## config.mk

```make
export PLATFORM = sky130hd
export DESIGN_NAME = ifetch_queue
export DESIGN_NICKNAME = d
export VERILOG_FILES = /design/src/rtl/ifetch_queue.sv
export SDC_FILE = /design/constraint.sdc
export NUM_CORES = 1
export LEC_CHECK = 0
export ABC_AREA = 1
export CAP_MARGIN = 20
export CORE_MARGIN = 2
export CORE_UTILIZATION = 35
export DETAILED_ROUTE_END_ITERATION = 8
export PLACE_DENSITY_LB_ADDON = 0.25
export SKIP_CTS_REPAIR_TIMING = 1
export SLEW_MARGIN = 25
export SYNTH_ARGS = -nofsm -noshare
export SYNTH_HDL_FRONTEND = slang
export SYNTH_SLANG_ARGS = --single-unit
```

## constraint.sdc

```tcl
create_clock -name clk -period 7.9 [get_ports clk]
set_input_delay 1.975 -clock clk [delete_from_list [all_inputs] [get_ports clk]]
set_output_delay 1.975 -clock clk [all_outputs]
set_load 0.005 [all_outputs]
```

## src/rtl/ifetch_queue.sv

```systemverilog
// ifetch_queue: in-order instruction fetch queue between the PC stage and decode.
// Optional IFETCH_MISALIGN_EXC_EN: misaligned PCs allocate a pre-filled NOP entry flagged misaligned.
module ifetch_queue #(
    parameter int DEPTH = 4
) (
    input  logic        clk,
    input  logic        rst_n,
    input  logic [31:0] pc_i,
    input  logic        pc_valid_i,
    output logic        pc_ready_o,
    input  logic        flush_i,
    output logic        imem_req_o,
    output logic [31:0] imem_addr_o,
    input  logic        imem_gnt_i,
    input  logic        imem_rvalid_i,
    input  logic [31:0] imem_rdata_i,
    output logic        inst_valid_o,
    input  logic        inst_ready_i,
    output logic [31:0] inst_o,
`ifdef IFETCH_MISALIGN_EXC_EN
    output logic        inst_misalign_o,
`endif
    output logic [31:0] inst_pc_o
);
    localparam int AW = $clog2(DEPTH);

    logic [31:0]      pc_q   [DEPTH];
    logic [31:0]      data_q [DEPTH];
    logic [DEPTH-1:0] pend, vld;
    logic [AW:0]      alloc_ptr, fill_ptr, rd_ptr, fill_start, fill_next, probe, count, pend_cnt;
    logic [AW-1:0]    fill_idx;
    logic [7:0]       discard_cnt, dsum;
    logic             full, misal, alloc, fill, pop, any_pend;

    assign count        = alloc_ptr - rd_ptr;
    assign full         = count == (AW+1)'(DEPTH);
`ifdef IFETCH_MISALIGN_EXC_EN
    logic [DEPTH-1:0] mis;
    assign misal           = pc_i[1:0] != 2'b00;
    assign fill_start      = rd_ptr;
    assign inst_misalign_o = mis[rd_ptr[AW-1:0]];
`else
    assign misal      = 1'b0;
    assign fill_start = fill_ptr;
`endif
    assign imem_req_o   = rst_n & pc_valid_i & ~full & ~flush_i & ~misal;
    assign pc_ready_o   = rst_n & pc_valid_i & ~full & ~flush_i & (misal | imem_gnt_i);
    assign imem_addr_o  = {pc_i[31:2], 2'b00};
    assign alloc        = pc_ready_o;
    assign inst_valid_o = vld[rd_ptr[AW-1:0]] & ~pend[rd_ptr[AW-1:0]];
    assign inst_o       = data_q[rd_ptr[AW-1:0]];
    assign inst_pc_o    = pc_q[rd_ptr[AW-1:0]];
    assign pop          = inst_valid_o & inst_ready_i & ~flush_i;
    assign fill         = imem_rvalid_i & (discard_cnt == 8'd0) & any_pend & ~flush_i;
    assign dsum         = discard_cnt + 8'(pend_cnt);

    // Oldest pending entry: scan descending so the nearest offset wins.
    always_comb begin
        fill_idx  = fill_start[AW-1:0];
        fill_next = fill_start + (AW+1)'(1);
        probe     = fill_start;
        any_pend  = 1'b0;
        pend_cnt  = '0;
        for (int i = DEPTH - 1; i >= 0; i--) begin
            probe = fill_start + (AW+1)'(i);
            if (pend[probe[AW-1:0]]) begin
                fill_idx  = probe[AW-1:0];
                fill_next = probe + (AW+1)'(1);
                any_pend  = 1'b1;
            end
        end
        for (int i = 0; i < DEPTH; i++) pend_cnt = pend_cnt + (AW+1)'(pend[i]);
    end

    always_ff @(posedge clk or negedge rst_n) begin
        if (!rst_n) begin
            alloc_ptr   <= '0;
            fill_ptr    <= '0;
            rd_ptr      <= '0;
            discard_cnt <= '0;
            pend        <= '0;
            vld         <= '0;
`ifdef IFETCH_MISALIGN_EXC_EN
            mis         <= '0;
`endif
            for (int i = 0; i < DEPTH; i++) begin
                pc_q[i]   <= '0;
                data_q[i] <= '0;
            end
        end else if (flush_i) begin
            alloc_ptr   <= '0;
            fill_ptr    <= '0;
            rd_ptr      <= '0;
            pend        <= '0;
            vld         <= '0;
`ifdef IFETCH_MISALIGN_EXC_EN
            mis         <= '0;
`endif
            // A response arriving with the flush already retires one of the orphans.
            discard_cnt <= dsum - 8'((imem_rvalid_i && dsum != 8'd0) ? 1 : 0);
        end else begin
            if (imem_rvalid_i && discard_cnt != 8'd0) discard_cnt <= discard_cnt - 8'd1;
            if (alloc) begin
                pc_q[alloc_ptr[AW-1:0]] <= pc_i;
                vld[alloc_ptr[AW-1:0]]  <= 1'b1;
                pend[alloc_ptr[AW-1:0]] <= ~misal;
`ifdef IFETCH_MISALIGN_EXC_EN
                mis[alloc_ptr[AW-1:0]]  <= misal;
                if (misal) data_q[alloc_ptr[AW-1:0]] <= 32'h0000_0013;
`endif
                alloc_ptr <= alloc_ptr + (AW+1)'(1);
            end
            if (fill) begin
                data_q[fill_idx] <= imem_rdata_i;
                pend[fill_idx]   <= 1'b0;
                fill_ptr         <= fill_next;
            end
            if (pop) begin
                vld[rd_ptr[AW-1:0]] <= 1'b0;
`ifdef IFETCH_MISALIGN_EXC_EN
                mis[rd_ptr[AW-1:0]] <= 1'b0;
`endif
                rd_ptr <= rd_ptr + (AW+1)'(1);
            end
        end
    end

    always_ff @(posedge clk) begin
        if (rst_n && imem_rvalid_i)
            assert (discard_cnt != 8'd0 || pend != '0)
            else $error("ifetch_queue: read data with nothing outstanding");
    end
endmodule

```

After elaboration in Yosys (flattened, before gate mapping)
Cells that the tools add are included.

storage, ports and cells
  logic and storage cells = 142
  register bits = 281
  input port bits = 71
  output and inout port bits = 99

operators by class
  add/sub/neg operators = 15
  reduce and logical (&&, ||, !) cells = 16
  multiplexer cells = 59
  bitwise gates (word level) = 22
  $lt $le $gt $ge = 15
  equality and inequality tests = 1

operators by type and width
  kind                                                                  count
  128-bit bitwise mux                                                   2
  32-bit two-way mux                                                    6
  32-bit binary-select mux with 2-bit select                            2
  32-bit demux with 2-bit select                                        2
  4-bit two-way mux                                                     8
  3-bit two-way mux                                                     10
  2-bit by 3-bit < comparator with 1-bit output, second input constant  7
  3-bit by 1-bit adder with 3-bit output, second input constant         6
  8-bit two-way mux                                                     2
  8-bit nonzero test                                                    2
  1-bit two-way mux                                                     14
  1-bit binary-select mux with 2-bit select                             6
  1-bit bitwise AND                                                     10
  3-bit greater-or-equal comparator, second input constant              3
  2-bit NOT with 3-bit output                                           3
  8-bit by 3-bit adder with 8-bit output                                1
  4-bit bitwise AND                                                     2
  8-bit zero test                                                       1
  2-bit two-way mux                                                     4
  4-bit NOT                                                             2
  4-bit bitwise OR                                                      2
  2-bit nonzero test                                                    4
  8-bit by 1-bit subtractor with 8-bit output                           1
  8-bit by 1-bit subtractor with 8-bit output, second input constant    1
  12 further kinds                                                      27

Logic depth before layout (Yosys ltp)
  depth after elaboration = 15
  mapped depth = 22
  mapped depth without buffers = 22

Worst setup path after synthesis
Ideal clock, no wire load.

  kind = in2out
  start point = in rst_n
  end point = out pc_ready_o
  required time = 5.925 ns
  stages = 4
  setup slack = 3.498 ns
  arrival time = 2.427 ns
  path through = nand2_1 > nor2_1 > nand3_1 > inv_1

on the way
  longest elaborated chain between the ends = 4

ends and longest elaborated chain
  what                             line  RTL
  start: declaration               7     input logic rst_n,
  1-bit bitwise AND (4 in series)  47    assign pc_ready_o = rst_n & pc_valid_i & ~full & ~flush_i & (misal | imem_gnt_i);
  end: declaration                 10    output logic pc_ready_o,

Every way passes these cells.

Worst setup path after layout
  start point = in flush_i
  end point = out pc_ready_o

on the way
  longest elaborated chain between the ends = 3

ends and longest elaborated chain
  what                             line  RTL
  start: declaration               11    input logic flush_i,
  1-bit NOT (no line)              n/a
  1-bit bitwise AND (2 in series)  47

Every way passes these cells.

==> flow_summary.json <==
{
  "cap_viol_max_count": 0,
  "minimum_period_implied_by_the_final_worst_setup_slack_ns": 5.74,
  "yosys_warnings": 0,
  "postSynthAreaPerCell_sq_um": 7.71,
  "worst-path-buf-inv": 3,
  "timing.reg2reg.setup_slack_ns": 4.09,
  "design.portCount": 170,
  "fp.dieW_um": 203,
  "wl_per_cell_um": 17.3,
  "start_util_pct": 35.3,
  "critical_path.most_common_cell": "sky130_fd_sc_hd__clkdlybuf4s50_1",
  "synth_area_sq_um": 13900,
  "max_slew_violation_total_from_the_final_report": 0,
  "cp_slowest_stage_delay_ns": 0.71,
  "required_ns": 5.93,
  "clock_path_buffers": 3,
  "floorplan.rows": 73,
  "design.die.area_sq_um": 41400,
  "worstRegToRegCells": 20,
  "outcome": "completed",
  "timing.fmax_mhz": 174,
  "cpMaxStageDelayCell": "sky130_fd_sc_hd__clkdlybuf4s50_1",
  "first_pass_grt_wire_length_um": 68000,
  "totalPowerFinal_uw": 3630,
  "detail_route.iter0.violations": 917,
  "tns_ns": 0,
  "antenna_violating_nets_post_route": 0,
  "tritoncts_clock_tree": "done",
  "holdCritPathClass": "reg -> reg",
  "critPathCaptureType": "output port",
  "cp-startpoint": "flush_i",
  "cts-buffers-inserted": 34,
  "synth_seq_cells": 280,
  "timing_worst_slew_pin_value_ns": 1.04,
  "critPathMaxFanout": 15,
  "io_buffer_count": 167,
  "cts_num_sinks": 280,
  "routed_wirelength_um": 42000,
  "synth_sequential_area_ratio_pct": 50.4,
  "timing.rr.start": "pend[0]",
  "timing.critical_path.cells": "clkdlybuf4s50_1 > nor2_1 > nand3_2 > inv_1 > clkdlybuf4s50_1",
  "grt_max_degree": 113,
  "power-per-cell-area_nw_per_um2": 216,
  "report.final.setup_viol": 0,
  "grt_antenna_before_repair": 1,
  "hold-path-endpoint": "data_q[51]",
  "drt_drc_violations_left": 0,
  "core-area_sq_um": 39500,
  "power.static_leakage_uw": 0.00860,
  "floorplan.die.height_um": 203,
  "critPathTopFamily": "buffers and inverters",
  "most_frequent_standard_cell_in_the_layout_excluding_fill_and_tap_cells": "sky130_fd_sc_hd__nand2_1",
  "gate_count_after_technology_mapping": 1805,
  "globalRouteTotalUtil_pct": 20.6,
  "place_worst_setup_slack_ns": 2.15,
  "reg2reg_to": "discard_cnt[4]",
  "clkTransAtPathRegs_ns": 0.05,
  "finish.net_count": 1974,
  "holdPathStages": 2,
  "areaGrowthSynthToFinish_pct": 20.7,
  "grt_overflow": 0,
  "dp.final_hpwl_um": 22900,
  "layout_common_cells": "686 x sky130_fd_sc_hd__nand2_1, 278 x sky130_fd_sc_hd__dfrtp_1, 222 x sky130_fd_sc_hd__o21ai_0",
  "gpl.final_weighted_congestion": 0.823,
  "clock-root-buffer": "sky130_fd_sc_hd__clkbuf_16",
  "finalWorstSetupSlack_ns": 2.16,
  "htree_levels": 2,
  "worst_ep_arrival_time_ns": 3.76,
  "clk_latency_ns": 0.50,
  "rsz0062_at_grt": "false",
  "vdd.ir_drop.worst_uv": 144,
  "hold_viol_final": 0,
  "hold_path_startpoint": "data_q[51]",
  "skew_ns": 0.0150,
  "share_of_cells_above_drive_strength_1_pct": 4.82,
  "timing.slew.headroom_pct": 30.6,
  "timing.final.crit_share_pct": 72.6,
  "critPathLaunchType": "input port",
  "netlist-cell-type-count": 37,
  "num_vias": 12400,
  "drt-vias-per-instance": 5.10,
  "drt-pass1-iter-count": 8,
  "grt_pass1_vias": 12500,
  "setup.worst_path.class": "in -> out"
}
==> kinds of logic (layout without fill, tap and decap cells) <==
group                      count (synthesis)  after routing  synth area share, %
xor gates and xnor gates                   5              5                0.315
adders and majority gates                 19             19                 1.87
DFF                                      280            280                 50.4
buffers and inverters                    227            328                 7.74
other                                      1              3               0.0270
and+or+nand+nor                          928            928                 26.5
AOI/OAI and AO/OA                        345            345                 13.2
==> synth_stat cells (all sizes together) <==
master    n  area share [%]
dfrtp   280              50
fa        3            0.43
a21boi    1           0.054
nand3b    1           0.054
a21oi    14            0.50
conb      1           0.027
nand3    31             1.3
xor2      4            0.25
o22ai    64             2.9
nand2   689              19
nor3b     1           0.054
o311ai    1           0.063
o21a      3            0.16
ha       16             1.4
inv      81             2.2
o21ai   258             9.4
nor2    167             4.6
a31oi     1           0.045
clkbuf   75             2.0
nand4    37             1.7
xnor2     1           0.063
buf      70             3.5
clkinv    1           0.027
nor3      2           0.072
o211ai    3            0.16
==> sequential cells by signal (all words and copies together), names as in the netlist <==
name	count
data_q	128
pc_q	128
discard_cnt	8
pend	4
vld	4
alloc_ptr	3
rd_ptr	3
fill_ptr	2
==> worst reg2reg max path: cells and delay by family, from the launching register on <==
kind / cells / cell delay [ns]
adder cells (fa/ha/maj): 5 / 1.52
AND/OR/NAND/NOR: 7 / 0.75
buffers and inverters: 5 / 0.44
flip-flops: 1 / 0.43
AO/OA/AOI/OAI: 2 / 0.31
XOR/XNOR: 1 / 0.28
==> worst max-delay path by stage <==
stage	endpoint	slack, ns	depth (start not counted)
final	pc_ready_o	2.16	5
after global routing	pc_ready_o	2.06	5
after CTS	pc_ready_o	2.14	5
after detailed placement	pc_ready_o	2.15	5
after global placement	pc_ready_o	2.15	5
after floorplan	pc_ready_o	3.50	4
==> layout make-up <==
cell class	instances	area [sq um]
diodes	1	2.50
clock buffers	54	1030
clock inverters	5	78.8
fillers	4054	22700
inverters	82	310
multi-input cells	1299	5840
flip-flops and latches	280	7010
well taps	525	657
repair buffers	187	1860
==> metrics by stage <==
stage	cell area [sq um]	hold slack [ns]	utilization, %	std cells
floorplan	13900	0.437	-	1806
global placement	15700	0.449	39.7	2372
detailed placement	15700	0.453	39.7	2372
CTS	16800	0.468	42.5	2431
global route	16800	0.486	42.6	2433
finish	16800	0.463	42.6	2433
==> metal layers <==
layer  share of wire [%]  track usage (%)
met5                   0                0
met4                 2.5             6.49
met3                 6.0             3.29
met2                  47             33.6
met1                  45             28.0
==> power by group <==
group          switching (uW)  leakage [uW]  internal [uW]
Sequential               59.3       0.00383           1530
Clock                     597      0.000542            954
Combinational             271       0.00423            226
(Power assumes the default switching activity.)
